==> config.mk <==
export PLATFORM = sky130hd
export DESIGN_NAME = dcache_mem_ctrl
export DESIGN_NICKNAME = d
export VERILOG_FILES = /design/src/rtl/dcache_mem_ctrl.sv
export SDC_FILE = /design/constraint.sdc
export NUM_CORES = 1
export LEC_CHECK = 0
export BUFFER_PORTS_ARGS = -buffer_cell sky130_fd_sc_hd__buf_2
export CORE_ASPECT_RATIO = 2
export CORE_MARGIN = 4
export CORE_UTILIZATION = 58
export CTS_BUF_LIST = sky130_fd_sc_hd__clkbuf_4 sky130_fd_sc_hd__clkbuf_8
export DETAILED_ROUTE_END_ITERATION = 16
export GPL_ROUTABILITY_DRIVEN = 0
export PLACE_DENSITY = 0.95
export SLEW_MARGIN = 20
export SYNTH_ARGS = -nofsm -noshare
export SYNTH_HDL_FRONTEND = slang
export SYNTH_SLANG_ARGS = --single-unit
==> constraint.sdc <==
create_clock -name clk -period 11.1 [get_ports clk]
set_input_delay 1.11 -clock clk [delete_from_list [all_inputs] [get_ports clk]]
set_output_delay 1.11 -clock clk [all_outputs]
set_load 0.02 [all_outputs]
==> src/rtl/dcache_mem_ctrl.sv <==
// Memory-side controller below the L1 D-cache: fixed-latency line refills plus a
// write-through store buffer drained to memory whenever no refill is in progress.
module dcache_mem_ctrl #(
    parameter int RD_LAT   = 2,
    parameter int WB_DEPTH = 4
) (
    input  logic        clk,
    input  logic        reset,
    input  logic        rd_req,
    input  logic [31:0] rd_addr,
    output logic        rd_valid,
    output logic [63:0] rd_data,
    input  logic        wr_req,
    input  logic [31:0] wr_addr,
    input  logic [31:0] wr_data,
    output logic        wr_full,
    output logic        wb_empty,
    output logic [31:0] mem_addr,
    output logic        mem_write,
    output logic [31:0] mem_wdata,
    input  logic [63:0] mem_rdata
);

    localparam int PW   = $clog2(WB_DEPTH);
    localparam int CW   = PW + 1;
    localparam int CNTW = (RD_LAT > 1) ? $clog2(RD_LAT) : 1;

    typedef enum logic [1:0] {IDLE, DRAIN, RWAIT, RESP} state_t;

    state_t          state, state_nxt;
    logic [CNTW-1:0] cnt, cnt_nxt;
    logic [CW-1:0]   count, dleft, dleft_nxt;
    logic [PW-1:0]   wptr, rptr;
    logic [31:0]     fa [WB_DEPTH];
    logic [31:0]     fd [WB_DEPTH];
    logic            push, pop, capture, hit, hz;

    assign push = wr_req && (count != CW'(WB_DEPTH));
    assign hz   = rd_req && hit;

    // Only entries between the read pointer and read pointer + count are live.
    always_comb begin
        logic [PW-1:0] off;
        hit = 1'b0;
        off = '0;
        for (int i = 0; i < WB_DEPTH; i++) begin
            off = PW'(i) - rptr;
            if (({1'b0, off} < count) && (fa[i][17:3] == rd_addr[17:3])) begin
                hit = 1'b1;
            end
        end
    end

    always_comb begin
        state_nxt = state;
        cnt_nxt   = cnt;
        dleft_nxt = dleft;
        pop       = 1'b0;
        capture   = 1'b0;
        case (state)
            IDLE: begin
                if (rd_req) begin
                    if (hz) begin
                        state_nxt = DRAIN;
                        dleft_nxt = count;
                    end else begin
                        state_nxt = RWAIT;
                        cnt_nxt   = CNTW'(RD_LAT - 1);
                    end
                end else if (count != '0) begin
                    pop = 1'b1;
                end
            end
            // Drain exactly the entries present on entry; later pushes wait.
            DRAIN: begin
                pop       = 1'b1;
                dleft_nxt = dleft - 1'b1;
                if (dleft == CW'(1)) begin
                    state_nxt = RWAIT;
                    cnt_nxt   = CNTW'(RD_LAT - 1);
                end
            end
            RWAIT: begin
                if (cnt == '0) begin
                    capture   = 1'b1;
                    state_nxt = RESP;
                end else begin
                    cnt_nxt = cnt - 1'b1;
                end
            end
            RESP:    state_nxt = IDLE;
            default: state_nxt = IDLE;
        endcase
    end

    always_ff @(posedge clk or posedge reset) begin
        if (reset) begin
            state   <= IDLE;
            cnt     <= '0;
            dleft   <= '0;
            count   <= '0;
            wptr    <= '0;
            rptr    <= '0;
            rd_data <= '0;
            for (int i = 0; i < WB_DEPTH; i++) begin
                fa[i] <= '0;
                fd[i] <= '0;
            end
        end else begin
            state <= state_nxt;
            cnt   <= cnt_nxt;
            dleft <= dleft_nxt;
            if (push) begin
                fa[wptr] <= wr_addr;
                fd[wptr] <= wr_data;
                wptr     <= wptr + 1'b1;
            end
            if (pop) begin
                rptr <= rptr + 1'b1;
            end
            if (push && !pop) begin
                count <= count + 1'b1;
            end else if (pop && !push) begin
                count <= count - 1'b1;
            end
            if (capture) begin
                rd_data <= mem_rdata;
            end
        end
    end

    assign rd_valid  = (state == RESP);
    assign wr_full   = (count == CW'(WB_DEPTH));
    assign wb_empty  = (count == '0);
    assign mem_write = pop;
    assign mem_addr  = (state == RWAIT || state == RESP) ? {rd_addr[31:3], 3'b000} : fa[rptr];
    assign mem_wdata = fd[rptr];

endmodule
==> results of run 1 <==
==> cells by family (layout without fill, tap and decap cells) <==
kind of cell,count (synthesis),after routing,synth area share [%]
buffers and inverters,85,398,2.62
other,0,4,0
xor gates and xnor gates,68,68,3.85
adders and majority gates,16,16,1.34
DFF,333,333,53.9
muxes,417,417,35.1
AOI/OAI and AO/OA,21,21,0.980
and+or+nand+nor,60,60,2.21
==> sequential cells by signal, indices dropped and copies added (netlist names) <==
| register | flops |
|---|---|
| count | 3 |
| fa | 128 |
| cnt | 1 |
| state | 2 |
| rd_data | 64 |
| rptr | 2 |
| fd | 128 |
| dleft | 3 |
| wptr | 2 |
==> layout make-up <==
class                   count  area (sq um)  share of cell area [%]
diodes                      4          10.0                  0.0551
repair buffers            298          1510                    8.33
multi-input cells         582          6760                    37.2
well taps                 344           430                    2.37
clock inverters             7          87.6                   0.482
clock buffers              77           972                    5.35
inverters                  16          67.6                   0.372
flip-flops and latches    333          8340                    45.9
==> power by group through the flow <==
stage / clock [mW] / sequential, mW / combinational [mW]
2_1_floorplan: 0 / 2.27 / 1.94
3_3_place_gp: 0 / 2.25 / 2.66
3_5_place_dp: 0 / 2.32 / 2.75
4_1_cts: 1.08 / 2.30 / 2.77
5_1_grt: 1.13 / 2.38 / 2.94
6_report: 1.05 / 2.30 / 2.74
==> layer usage <==
layer / up-vias / share of wire, % / GRT usage, %
met5: - / 0 / 0
met4: 0 / 4.7 / 11.9
met3: 101 / 5.6 / 5.52
met2: 291 / 55 / 44.7
met1: 4892 / 35 / 25.8
li1: 4192 / - / -
==> worst paths after layout <==
kind | end | slack [ns]
min in group asynchronous | rd_data[54] | 0.66
worst min register to register | rd_data[58] | 0.48
worst min-delay path | rd_data[58] | 0.48
worst max-delay path | mem_addr[27] | 6.68
max in group asynchronous | fa[87] | 8.38
worst max register to register | dleft[2] | 7.78
==> cell usage after synthesis (all sizes together) <==
master   instances  area (sq um)
a311o            1          10.0
clkbuf          10          37.5
xnor2           49           429
nand2           15          56.3
mux2i            1          10.0
nor3             2          10.0
nor3b            1          7.51
nor2            14          52.6
nor4             8          90.1
a2bb2oi          1          8.76
dfrtp          333          8330
buf             59           308
mux2           352          3970
nand4           13          81.3
ha              15           188
fa               1          20.0
and2             3          18.8
a21oi            8          47.6
inv             16          60.1
o41ai            1          27.5
o31ai            2          15.0
o22ai            2          12.5
mux4            64          1440
o21ai            6          30.0
xor2            19           166
nand2b           2          12.5
nor2b            2          12.5
==> stage by stage <==
| step | worst slack [ns] | std cells | hold slack (ns) | util [%] |
|---|---|---|---|---|
| finish | 6.68 | 1661 | 0.481 | 69.2 |
| global route | 6.43 | 1661 | 0.501 | 69.2 |
| CTS | 6.56 | 1657 | 0.484 | 69.1 |
| detailed placement | 7.19 | 1573 | 0.469 | 65.1 |
| global placement | 7.23 | 1573 | 0.462 | 65.1 |
| floorplan | 0.765 | 1000 | 0.459 | - |
==> flow_summary.yaml, run 1 <==
floorplan:
  ios: 296
  rows: 84
  initial_core_util_pct: 58.8
  coreArea_sq_um: 26300
  dieHeight_um: 239
  die_x_um: 123
  dieArea_sq_um: 29500
grt:
  antenna_found_initial: 5
  grt_max_degree: 99
  grt_pass1_wl_mm: 55.7
  track_usage_pct: 24.4
  first_global_vias: 10800
  grt.overflow.total: 0
clock_network:
  cts-root-to-sink-buffers: 3
  ctsHoldBuffers: 0
  cts_buffers: 46
  cts_resized: 0
  cts_root_buf: "clkbuf_8"
  path_clk_slew_ns: 0.07
  cts_tree: "yes"
  cts_setup_buffers: 0
  clk_latency_ns: 0.57
  cts_sinks: 333
  htreeDepth: 2
drt:
  vias: 9476
  wl_per_cell_um: 21.3
  wirelength_mm: 35.4
  avgViaCountPerCell: 5.70
  drtIter0Drc: 377
  drtPass1Iterations: 6
  detail-route-antenna-nets: 0
  drc: 0
worst_setup_path:
  cp_slowest_stage_delay_ns: 0.98
  worst-path-buf-inv: 2
  crit_family: "flip-flops"
  rr_worst_depth: 9
  crit_type: "register to output port"
  slowest_stage: "dfrtp_4"
  r2r_start: "rptr[1]"
  path_depth: 4
  start_kind: "register"
  crit_required_ns: 9.99
  timing.critical_path.cells: "buf_4 > mux4_2 > mux2_2 > buf_2"
  worstPathMaxFanout: 40
  crit_path_start: "rptr[0]"
  arrival_ns: 3.31
  cp-end-kind: "output port"
cells_and_area:
  drive_gt1_share_pct: 37.9
  final_cell_mix: "dfrtp_1 (331), mux2_1 (320), buf_2 (292)"
  synthToLayoutAreaGrowth_pct: 17.6
  finalInstanceArea_sq_um: 18200
  nNetsFinal: 1457
  fillCellCount: 1740
  final_common_cell: "dfrtp_1"
placed_design:
  dpl-instance-area_sq_um: 17100
  dp.final_hpwl_mm: 23.9
  port_buffers: 292
synth:
  netlist-cell-type-count: 37
  netlist_area_sq_um: 15500
  yosys_register_bits: 333
  yosysSeqAreaShare_pct: 53.9
  synth_nets: 1180
  syn_inst: 1000
  yosys_warnings: 0
  avgSynthCellArea_sq_um: 15.5
power:
  intPower_mw: 3.77
  finalPower_mw: 6.09
  vdd_drop_max_mv: 0.188
  p_sw_share_pct: 38.0
  combPwrFrac_pct: 44.9
  pwr-share-seq_pct: 37.8
  p_leak_nw: 8.16
  power_density_nw_per_um2: 335
  p_switching_mw: 2.32
  clockPowerShare_pct: 17.3
sta:
  skew_ns: 0.0150
  drv_slew: 0
  worst_pin_slew_ns: 1.18
  layout_min_cycle_time_ns: 4.42
  grt_setup_unrepaired: "false"
  finalHoldViolCount: 0
  max_freq_mhz: 226
  setup_viol: 0
  relSlewSlack_pct: 21.1
  setup_tns_ns: 0
  fin_crit_sh_pct: 39.8
run_status:
  status: "finished, final reports clean"
flow_run:
  cap_violations: 0
worst_hold_path:
  holdCritPathClass: "register to register"
  hold_depth: 1
  worstHoldStart: "rd_data[58]"
(Power assumes the default switching activity.)
==> inputs of run 2 (changes only) <==
Settings changed: CORE_UTILIZATION 58 to 52, PLACE_DENSITY 0.95 to 0.91.
Clock period 11.1 ns to 4 ns, I/O delays scaled along.
==> run 2 against run 1 <==
The flow now finishes with violations (hold timing). Sequential power increased to 2.7 times the previous value. Cell area grew 0.13%. Worst setup slack worse by 6.0 ns. Sequential share of layout area about the same. Register-to-register slack worse by 6.9 ns. Final cell count increased by 1.6%. Clock power increased to 2.6 times the previous value.
==> flow_summary.yaml, run 2 (synthesis results as in run 1) <==
run_status:
  status: "complete, but fails checks"
  failed_checks: "hold timing"
sta:
  finalHoldViolCount: 3
  fin_crit_sh_pct: 81.9
  setup_viol: 0
  holdWs_ns: -0.0102
  worst_pin_slew_ns: 1.11
  drv_slew: 0
  fin_ws_ns: 0.724
  grt_setup_unrepaired: "false"
  skew_ns: 0.0240
  max_freq_mhz: 305
  relSlewSlack_pct: 26.0
  layout_min_cycle_time_ns: 3.28
worst_setup_path:
  cp-end-kind: "output port"
  crit_required_ns: 3.60
  worstPathMaxFanout: 54
  crit_type: "register to output port"
  arrival_ns: 2.88
  start_kind: "register"
placed_design:
  port_buffers: 292
  dp_cells: 1597
  place_ws_ns: 0.845
  dp.final_hpwl_mm: 24.7
power:
  power_density_nw_per_um2: 924
  vdd_drop_max_mv: 0.564
  p_leak_nw: 8.15
grt:
  grt.overflow.total: 0
  grt_max_degree: 152
  antenna_found_initial: 12
  grt_pass1_wl_mm: 56.2
  first_global_vias: 10700
  track_usage_pct: 22.1
floorplan:
  dieArea_sq_um: 32700
  coreArea_sq_um: 29400
  rows: 89
  ios: 296
  initial_core_util_pct: 52.6
  die_x_um: 130
  dieHeight_um: 252
clock_network:
  htreeDepth: 2
  clk_latency_ns: 0.57
  cts_sinks: 333
  cts_setup_buffers: 0
  cts-root-to-sink-buffers: 3
  path_clk_slew_ns: 0.06
  cts_buffers: 46
  cts_tree: "yes"
  cts_resized: 0
  cts_root_buf: "clkbuf_8"
  ctsHoldBuffers: 0
cells_and_area:
  fillCellCount: 2168
  reg_top3: "fa: 128 flops, fd: 128 flops, rd_data: 64 flops"
  multiInputGateArea_sq_um: 6760
  drive_gt1_share_pct: 37.9
  fin_cells: 1688
  ff_latch_area_sq_um: 8340
  synthToLayoutAreaGrowth_pct: 17.8
  nNetsFinal: 1461
  final_common_cell: "dfrtp_1"
  final_cell_mix: "dfrtp_1 (331), mux2_1 (320), buf_2 (292)"
drt:
  drtIter0Drc: 426
  drtPass1Iterations: 4
  vias: 9550
  detail-route-antenna-nets: 0
  avgViaCountPerCell: 5.66
  wirelength_mm: 36.3
  drc: 0
  wl_per_cell_um: 21.5
worst_hold_path:
  holdCritPathClass: "input pin to async pin"
flow_run:
  cap_violations: 0
run 2: cell count changes in the layout (fill, tap and decap cells not counted), sizes merged:
cell / previous run / this run
bufinv: 2 / 1
diode: 4 / 11
clkbuf: 77 / 74
buf: 298 / 302
inv: 16 / 15
clkinvlp: 1 / 2
run 2: power by group:
group	switching [mW]	leakage [nW]	internal, mW	total, mW
Clock	1.24	0.523	1.52	2.77
Sequential	1.16	3.94	5.13	6.28
Combinational	4.06	3.69	3.71	7.76
Total	6.46	8.15	10.4	16.8
run 2: cell type report:
cell class / instances / area share [%]
diodes: 11 / 0.151
clock buffers: 74 / 5.08
clock inverters: 6 / 0.316
inverters: 16 / 0.351
multi-input cells: 582 / 37.1
flip-flops and latches: 333 / 45.8
well taps: 364 / 2.50
repair buffers: 302 / 8.65
run 2: final timing paths:
kind,from,end,slack [ns],cells past startpoint
worst max register to register,count[2],fd[8],0.86,4
max in group asynchronous,reset,rd_data[60],3.26,3
worst max-delay path,rptr[1],mem_addr[29],0.72,4
worst min-delay path,reset,fa[32],-0.01,3
worst min register to register,rd_data[14],rd_data[14],0.48,1
min in group clk,mem_rdata[49],rd_data[49],0.04,2
run 2: per-layer routing:
metal	track usage [%]	wire [um]	up-vias
met4	13.0	2050	0
met5	0	0	-
li1	-	-	4186
met1	23.9	12600	4947
met3	4.22	1840	106
met2	39.3	19800	311
run 2: per-stage QoR:
stage	power (mW)	TNS, ns	util [%]	instance area [sq um]	hold WS [ns]
after global routing	17.8	0	61.9	18200	0.0161
after detailed placement	14.1	0	58.5	17200	0.469
after floorplan	11.7	-282.59	-	15500	0.459
final	16.8	0	61.9	18200	-0.0102
after global placement	13.7	0	58.5	17200	0.463
after CTS	17.0	0	61.8	18200	0.00380
run 2: critical path, stage by stage, from the launching register on:
cell	delay, ns
dfrtp_4	0.58
buf_4	0.70
mux4_2	0.46
mux2_2	0.29
buf_2	0.16
